## config.mk

```make
export PLATFORM = sky130hd
export DESIGN_NAME = pulse_stretch_driver
export DESIGN_NICKNAME = d
export VERILOG_FILES = /design/src/rtl/pulse_stretch_driver.sv
export SDC_FILE = /design/constraint.sdc
export NUM_CORES = 1
export LEC_CHECK = 0
export BUFFER_PORTS_ARGS = -buffer_cell sky130_fd_sc_hd__buf_2
export CAP_MARGIN = 20
export CORE_MARGIN = 2
export CORE_UTILIZATION = 40
export CTS_BUF_LIST = sky130_fd_sc_hd__clkbuf_2 sky130_fd_sc_hd__clkbuf_4 sky130_fd_sc_hd__clkbuf_8
export DETAILED_ROUTE_END_ITERATION = 8
export MAX_ROUTING_LAYER = met4
export SKIP_CTS_REPAIR_TIMING = 1
export SLEW_MARGIN = 20
export SYNTH_ARGS = -nofsm -noshare
export SYNTH_HDL_FRONTEND = slang
export SYNTH_SLANG_ARGS = --single-unit
```

## constraint.sdc

```tcl
create_clock -name clk -period 3.7 [get_ports clk]
set_input_delay 0.37 -clock clk [delete_from_list [all_inputs] [get_ports clk]]
set_output_delay 0.37 -clock clk [all_outputs]
set_load 0.005 [all_outputs]
```

## src/rtl/pulse_stretch_driver.sv

```systemverilog
// pulse_stretch_driver: turns single-cycle trig events into fixed-length
// active pulses on dout, each followed by a minimum inactive gap. Events that
// arrive while a pulse/gap is running are queued in a saturating counter.
//
// Ports:
//   clk       rising-edge clock
//   n_rst     asynchronous active-low reset
//   trig      event request, one event per cycle high
//   flush     synchronous clear of pending count and overflow flag
//   dout      registered output line (IDLE_VAL when inactive)
//   busy      high while a pulse or its gap is in progress
//   pending   queued events not yet started
//   overflow  sticky flag, set when an event is lost to saturation
module pulse_stretch_driver #(
  parameter int unsigned CLOCK_FREQ = 24000000,
  parameter int unsigned HOLD_MS    = 10,
  parameter int unsigned GAP_MS     = 10,
  parameter int unsigned PEND_WIDTH = 4,
  parameter logic        IDLE_VAL   = 1'b0
) (
  input  logic                  clk,
  input  logic                  n_rst,
  input  logic                  trig,
  input  logic                  flush,
  output logic                  dout,
  output logic                  busy,
  output logic [PEND_WIDTH-1:0] pending,
  output logic                  overflow
);

  localparam int unsigned HOLD_CYCLES = (CLOCK_FREQ / 1000) * HOLD_MS;
  localparam int unsigned GAP_CYCLES  = (CLOCK_FREQ / 1000) * GAP_MS;
  localparam int unsigned MAX_CYCLES  = (HOLD_CYCLES > GAP_CYCLES) ? HOLD_CYCLES : GAP_CYCLES;
  localparam int unsigned CNT_W       = $clog2(MAX_CYCLES) + 1;

  // Counters are loaded with duration-1 and the state moves on when they hit 0.
  localparam logic [CNT_W-1:0]      HOLD_LAST = CNT_W'(HOLD_CYCLES - 1);
  localparam logic [CNT_W-1:0]      GAP_LAST  = CNT_W'(GAP_CYCLES - 1);
  localparam logic [PEND_WIDTH-1:0] PEND_MAX  = {PEND_WIDTH{1'b1}};

  typedef enum logic [1:0] {
    ST_IDLE = 2'd0,
    ST_HOLD = 2'd1,
    ST_GAP  = 2'd2
  } state_e;

  state_e                state_q, state_d;
  logic [CNT_W-1:0]      cnt_q, cnt_d;
  logic [PEND_WIDTH-1:0] pend_q, pend_d;
  logic                  ovf_q, ovf_d;
  logic                  dout_q, dout_d;
  logic                  busy_q, busy_d;
  logic                  deq;

  // Next-state, duration counter, event queue and output decode.
  always_comb begin
    state_d = state_q;
    cnt_d   = cnt_q;
    pend_d  = pend_q;
    ovf_d   = ovf_q;
    deq     = 1'b0;

    unique case (state_q)
      ST_IDLE: begin
        cnt_d = '0;
        // Idle trigger starts the pulse directly; it never goes through the queue.
        if (trig && !flush) begin
          state_d = ST_HOLD;
          cnt_d   = HOLD_LAST;
        end
      end
      ST_HOLD: begin
        if (cnt_q == '0) begin
          state_d = ST_GAP;
          cnt_d   = GAP_LAST;
        end else begin
          cnt_d = cnt_q - CNT_W'(1);
        end
      end
      ST_GAP: begin
        if (cnt_q == '0) begin
          // A flush on the final gap edge empties the queue, so nothing is dequeued.
          if (pend_q != '0 && !flush) begin
            state_d = ST_HOLD;
            cnt_d   = HOLD_LAST;
            deq     = 1'b1;
          end else begin
            state_d = ST_IDLE;
            cnt_d   = '0;
          end
        end else begin
          cnt_d = cnt_q - CNT_W'(1);
        end
      end
      default: begin
        state_d = ST_IDLE;
        cnt_d   = '0;
      end
    endcase

    // Pending queue: flush wins; a simultaneous enqueue and dequeue cancel.
    if (flush) begin
      pend_d = '0;
      ovf_d  = 1'b0;
    end else if (state_q != ST_IDLE) begin
      if (trig && !deq) begin
        if (pend_q == PEND_MAX) begin
          ovf_d = 1'b1;
        end else begin
          pend_d = pend_q + PEND_WIDTH'(1);
        end
      end else if (!trig && deq) begin
        pend_d = pend_q - PEND_WIDTH'(1);
      end
    end

    dout_d = (state_d == ST_HOLD) ? ~IDLE_VAL : IDLE_VAL;
    busy_d = (state_d != ST_IDLE);
  end

  // State and registered outputs.
  always_ff @(posedge clk or negedge n_rst) begin
    if (!n_rst) begin
      state_q <= ST_IDLE;
      cnt_q   <= '0;
      pend_q  <= '0;
      ovf_q   <= 1'b0;
      dout_q  <= IDLE_VAL;
      busy_q  <= 1'b0;
    end else begin
      state_q <= state_d;
      cnt_q   <= cnt_d;
      pend_q  <= pend_d;
      ovf_q   <= ovf_d;
      dout_q  <= dout_d;
      busy_q  <= busy_d;
    end
  end

  assign dout     = dout_q;
  assign busy     = busy_q;
  assign pending  = pend_q;
  assign overflow = ovf_q;

endmodule
```

# [Yosys cells after proc, flatten, opt, wreduce, memory -nomap -nowiden]
# Cells that the tools add are included.
[classes] addsub=3 eq_ne=5 mux=23 n_reduce_logical=18
[op_table] cell="one-hot mux 19 bit (3 select lines)" count=1
[op_table] cell="two-way mux 19 bit" count=2
[op_table] cell="two-way mux 18 bit" count=2
[op_table] cell="two-way mux 4 bit" count=5
[op_table] cell="zero test 19 bit" count=1
[op_table] cell="subtractor 19 x 1 -> 19 bit (second input constant)" count=1
[op_table] cell="nonzero test 2 bit" count=5
[op_table] cell="two-way mux 1 bit" count=9
[op_table] cell="two-way mux 2 bit" count=3
[op_table] cell="one-hot mux 2 bit (3 select lines)" count=1
[op_table] cell="AND reduction 3 bit" count=2
[op_table] cell="adder 4 x 1 -> 4 bit (second input constant)" count=1
[op_table] cell="equality test 2 x 1 -> 1 bit (second input constant)" count=2
[op_table] cell="equality test 4 bit (second input constant)" count=1
[op_table] cell="logical AND 1 bit" count=4
[op_table] cell="nonzero test 4 bit" count=1
[op_table] cell="subtractor 4 x 1 -> 4 bit (second input constant)" count=1
[op_table] cell="zero test 1 bit" count=3
[op_table] cell="inequality test 3 bit (second input constant)" count=1
[op_table] cell="nonzero test 3 bit" count=1
[op_table] cell="equality test 2 bit (second input constant)" count=1
[op_table] cell="zero test 2 bit" count=1
[word_totals] regBits=28 inputBits=4 out_inout_bits=7 wordCells=55

# [Logic depth before layout (Yosys ltp)]
[logic_depth] word_depth=10 depth_mapped=12 mapped_depth_nobuf=12

# [Least setup slack after synthesis]
# Ideal clock, no wire load.
[synth_timing] kind="flip-flop to flip-flop" start="register cnt_q[0]" end="register pend_q[3] (netlist: pending[3])" setup_ps=73 arrival_ps=2815 required_ps=3627 path_slack_ps=812 path_stages_with_launch=12 path_buffers=0 period_less_slack_ps=2888 path_cell_list="dfrtp_1 -> inv_1 -> ha_1 -> nor4b_1 -> nand4_2 -> o41ai_4 -> ha_1 -> o21ai_0 -> nand2b_1 -> mux2_4 -> or3_1 -> a21oi_2"
[synth_via] elab_chain_cells=8 word_cells_on_any_way=12 classes_between="eq/ne: 1; mux: 5; reduce/logical: 6"
[synth_lines] item="start: declaration" line_no="48" source="logic [CNT_W-1:0] cnt_q, cnt_d;"
[synth_lines] item="start signal: assignment" line_no="132" source="cnt_q <= cnt_d;"
[synth_lines] item="zero test 19 bit (*)" line_no="81" source="if (cnt_q == '0) begin"
[synth_lines] item="two-way mux 1 bit (*)" line_no="81"
[synth_lines] item="two-way mux 1 bit (*)" line_no="63" source="unique case (state_q)"
[synth_lines] item="zero test 1 bit" line_no="106" source="if (trig && !deq) begin"
[synth_lines] item="logical AND 1 bit" line_no="106"
[synth_lines] item="two-way mux 4 bit" line_no="106"
[synth_lines] item="two-way mux 4 bit" line_no="105" source="end else if (state_q != ST_IDLE) begin"
[synth_lines] item="two-way mux 4 bit" line_no="102" source="if (flush) begin"
[synth_lines] item="end signal: assignment" line_no="133" source="pend_q <= pend_d;"
[synth_lines] item="end: declaration" line_no="49" source="logic [PEND_WIDTH-1:0] pend_q, pend_d;"
# Every way passes the cells marked *; elsewhere a longest branch is shown, timed or not. The select of a mux whose other input is x is not followed.
# A chain may end at the register's enable or synchronous reset.

# [Worst setup path after layout]
# Ends and elaborated chain as after synthesis.

==> summary.txt <==
Run status
  – Status: finished clean

Detailed routing
  – Antenna Nets Post-Route: 0
  – Detailed-router iteration count before antenna repair: 4
  – Total length of routed wires: 3230 um
  – Routed vias: around 1.3k
  – DR DRC count: 0
  – Post-DR wirelength/cell: 13.8 um
  – Detailed-route vias per instance: 5.35
  – Starting DRT DRC Count: 48

Layout
  – Fraction of layout instances using a drive strength above 1: 0.158
  – Area of the multi-input gates: ~900 um^2
  – Final-layout fill cell count: roughly 400
  – Layout overhead on the synthesized area: 10.8%
  – Nets@finish: 193
  – Total area of sequential cells: between 700 and 800 um^2
  – Ant diodes: 0

Floorplanning
  – Die width: 68.1 um
  – Site Rows: 23
  – IO Pins: 11
  – Total Die Area: around 0.0046 mm^2
  – DIE HEIGHT: 68.1 um
  – Initial Util: 0.414
  – Area of the core: about 0.004 mm^2

STA
  – Actual transition at the worst max-transition pin: 0.614 ns
  – # setup viols final: 0
  – Pins over their slew limit: 0
  – Max Clock Skew: 0.0106 ns
  – Relative max-transition margin: 0.591
  – Post-route fraction of the period consumed by the critical path: 0.850
  – Achievable Freq: around 320 MHz
  – Tmin final: about 3.1 ns
  – Hold Fails Final Rpt: 0
  – RSZ-0062 raised after global routing: no
  – Post-route worst setup slack: 0.554 ns
  – Final total negative setup slack: 0 ns

Clock tree
  – Total clock sinks: 28
  – TritonCTS clock tree: done
  – Clock network latency to the later pin of the worst-skew pair: 0.28 ns
  – Clock slew at the register clock pins of the worst setup and hold paths: 0.10 ns
  – CTS Buf Count: 3
  – Root Buffer: clkbuf_8
  – Count of H-tree levels built during CTS: 1
  – Longest Clk Path Bufs: 2

Critical path
  – Top cell family by delay on the critical path: simple AND/OR/NAND/NOR gates
  – Bufs and invs on worst path: 1
  – Worst Path Max Fanout: 7
  – Critical setup path kind: reg2reg
  – Maximum cell stage delay along the critical path: 0.52 ns
  – Sort of element at the end of the critical path: flop
  – Slowest library cell on the worst path: o41ai_4
  – Data arrival time of the worst path: ~3.4 ns
  – CP most frequent cell: ha_1
  – Data required time at the worst endpoint: 3.91 ns
  – Ordered cell list for the critical path: inv_1 -> ha_1 -> nor4b_1 -> nand4_2 -> o41ai_4 -> ha_1 -> o21ai_0 -> nand2b_1 -> mux2_4 -> or3_1 -> a21oi_2
  – Type of element launching the critical path: flop

Synthesis
  – Post-Synthesis Mean Instance Area: between 9 and 10 um^2
  – Share of synthesized area occupied by flip-flops and latches: 0.426
  – Cell area after synthesis: 0.00164 mm^2
  – Number of flops mapped to enable cells by yosys: 0
  – Syn nets: 180
  – Number of register bits inferred by synthesis: 28
  – Mapped Cells: about 170
  – Most used flip-flop cell after synthesis: dfrtp_1
  – Cell variety after synth: 45
  – Fraction of registers with async set/reset: 1.00
  – Warnings, synthesis: 0

GRT
  – Busiest metal layer after global routing: met2
  – Number of global-route vias before repair: around 1.2k
  – Tot GR Track Use: 0.173
  – Met3 usage in global routing: 0.0197
  – GRT met2 Usage: 0.251
  – Grt met1 use: 0.251
  – Pin count of the biggest net entering global routing: 29
  – Initial antenna violation count: 0
  – Total congestion overflow: 0
  – Global-route wire length before repair: 5880 um

Flow run
  – Maxcap violations: 0

Pwr
  – Pwr Density: 342 mW/mm^2
  – P_leak: 0.778 nW
  – Worst VDD drop: between 150 and 200 uV

Place
  – Final GP Congestion: 0.804
  – Port Buffers: 10
  – Setup Slack @ Placement: between 0.5 and 0.6 ns
  – Post-DP HPWL: 2370 um

Hold path
  – Worst Hold Class: in2async
## cell type report
type,instances,share of cell area
clock buffer,3,0.0227
clock inverter,1,0.0165
inverter,3,0.00618
multi-input combinational,138,0.504
sequential,28,0.385
tap,50,0.0343
timing repair buffer,11,0.0316
## flip-flops by register name (all words and copies together) (netlist names)
signal	cells
busy	1
cnt_q	19
dout	1
overflow	1
pending	4
state_q	2
## cell families after synthesis
group,count (synthesis),share of synthesized area
AO/OA/AOI/OAI,34,0.145
XOR/XNOR,14,0.0746
adder cells (fa/ha/maj),4,0.0304
buffers and inverters,6,0.0152
flip-flops,28,0.426
multiplexers,3,0.0213
AND/OR/NAND/NOR,83,0.288
## power breakdown
part / total [W] / internal (W) / switching, W
combinational: 0.0000591 / 0.0000266 / 0.0000325
clock: 0.000244 / 0.000145 / 0.0000987
sequential: 0.000320 / 0.000311 / 0.00000944
## cell usage in the layout, fill, tap and decap left out, types with 2 or more instances in the layout
cell	synthesis	routed
nor3b_1	2	2
xor2_1	9	9
ha_1	4	4
buf_2	2	10
o21ai_0	16	16
clkbuf_8	0	3
nor3_1	5	5
nor2_1	25	25
inv_1	3	3
and3_1	4	4
or2_2	2	2
a21oi_1	3	3
mux2i_1	2	2
xnor2_1	5	5
o21ai_1	4	4
nand3_1	9	9
o22ai_1	2	2
nand4_1	3	3
nand2_1	9	9
nor4_4	2	2
nor4_1	4	4
nand2b_1	4	4
dfrtp_1	28	28
nor4b_1	2	2
nor2b_1	2	2
## stage by stage
stage	power, W	cells	hold slack (ns)	cell area [um^2]	utilization
floorplan	0.000366	172	0.0744	1640	-
detailed placement	0.000386	230	0.428	1750	0.441
global route	0.000659	234	0.126	1820	0.459
CTS	0.000632	234	0.117	1820	0.459
finish	0.000623	234	0.0872	1820	0.459
global placement	0.000385	230	0.418	1750	0.441
## final timing paths
path / slack (ns) / end / cells past startpoint / from
max in group asynchronous: 3.20 / cnt_q[18] / 1 / n_rst
setup reg to reg: 0.55 / pending[3] / 11 / cnt_q[0]
min in group clk: 0.34 / pending[3] / 2 / flush
hold / removal: 0.09 / cnt_q[7] / 1 / n_rst
setup / recovery: 0.55 / pending[3] / 11 / cnt_q[0]
hold reg to reg: 0.51 / overflow / 2 / overflow
## metal layers
layer,share of wire,vias to the layer above
li1,-,641
met3,0.023,4
met2,0.45,12
met5,0,-
met1,0.51,596
met4,0.011,0
## synth_stat cells, types with 2 or more instances
cell type / number / area share
or2_2: 2 / 0.0076
nand2_1: 9 / 0.021
nor4_4: 2 / 0.026
o21ai_0: 16 / 0.049
nand3_1: 9 / 0.027
o21ai_1: 4 / 0.012
a21oi_1: 3 / 0.0091
o22ai_1: 2 / 0.0076
nand2b_1: 4 / 0.015
mux2i_1: 2 / 0.012
buf_2: 2 / 0.0061
xnor2_1: 5 / 0.027
xor2_1: 9 / 0.048
nor2_1: 25 / 0.057
and3_1: 4 / 0.015
nor2b_1: 2 / 0.0076
dfrtp_1: 28 / 0.43
nor3_1: 5 / 0.015
nand4_1: 3 / 0.011
inv_1: 3 / 0.0068
nor4b_1: 2 / 0.011
nor3b_1: 2 / 0.0091
ha_1: 4 / 0.030
nor4_1: 4 / 0.015
No activity file was read; power rests on OpenSTA's default activity.
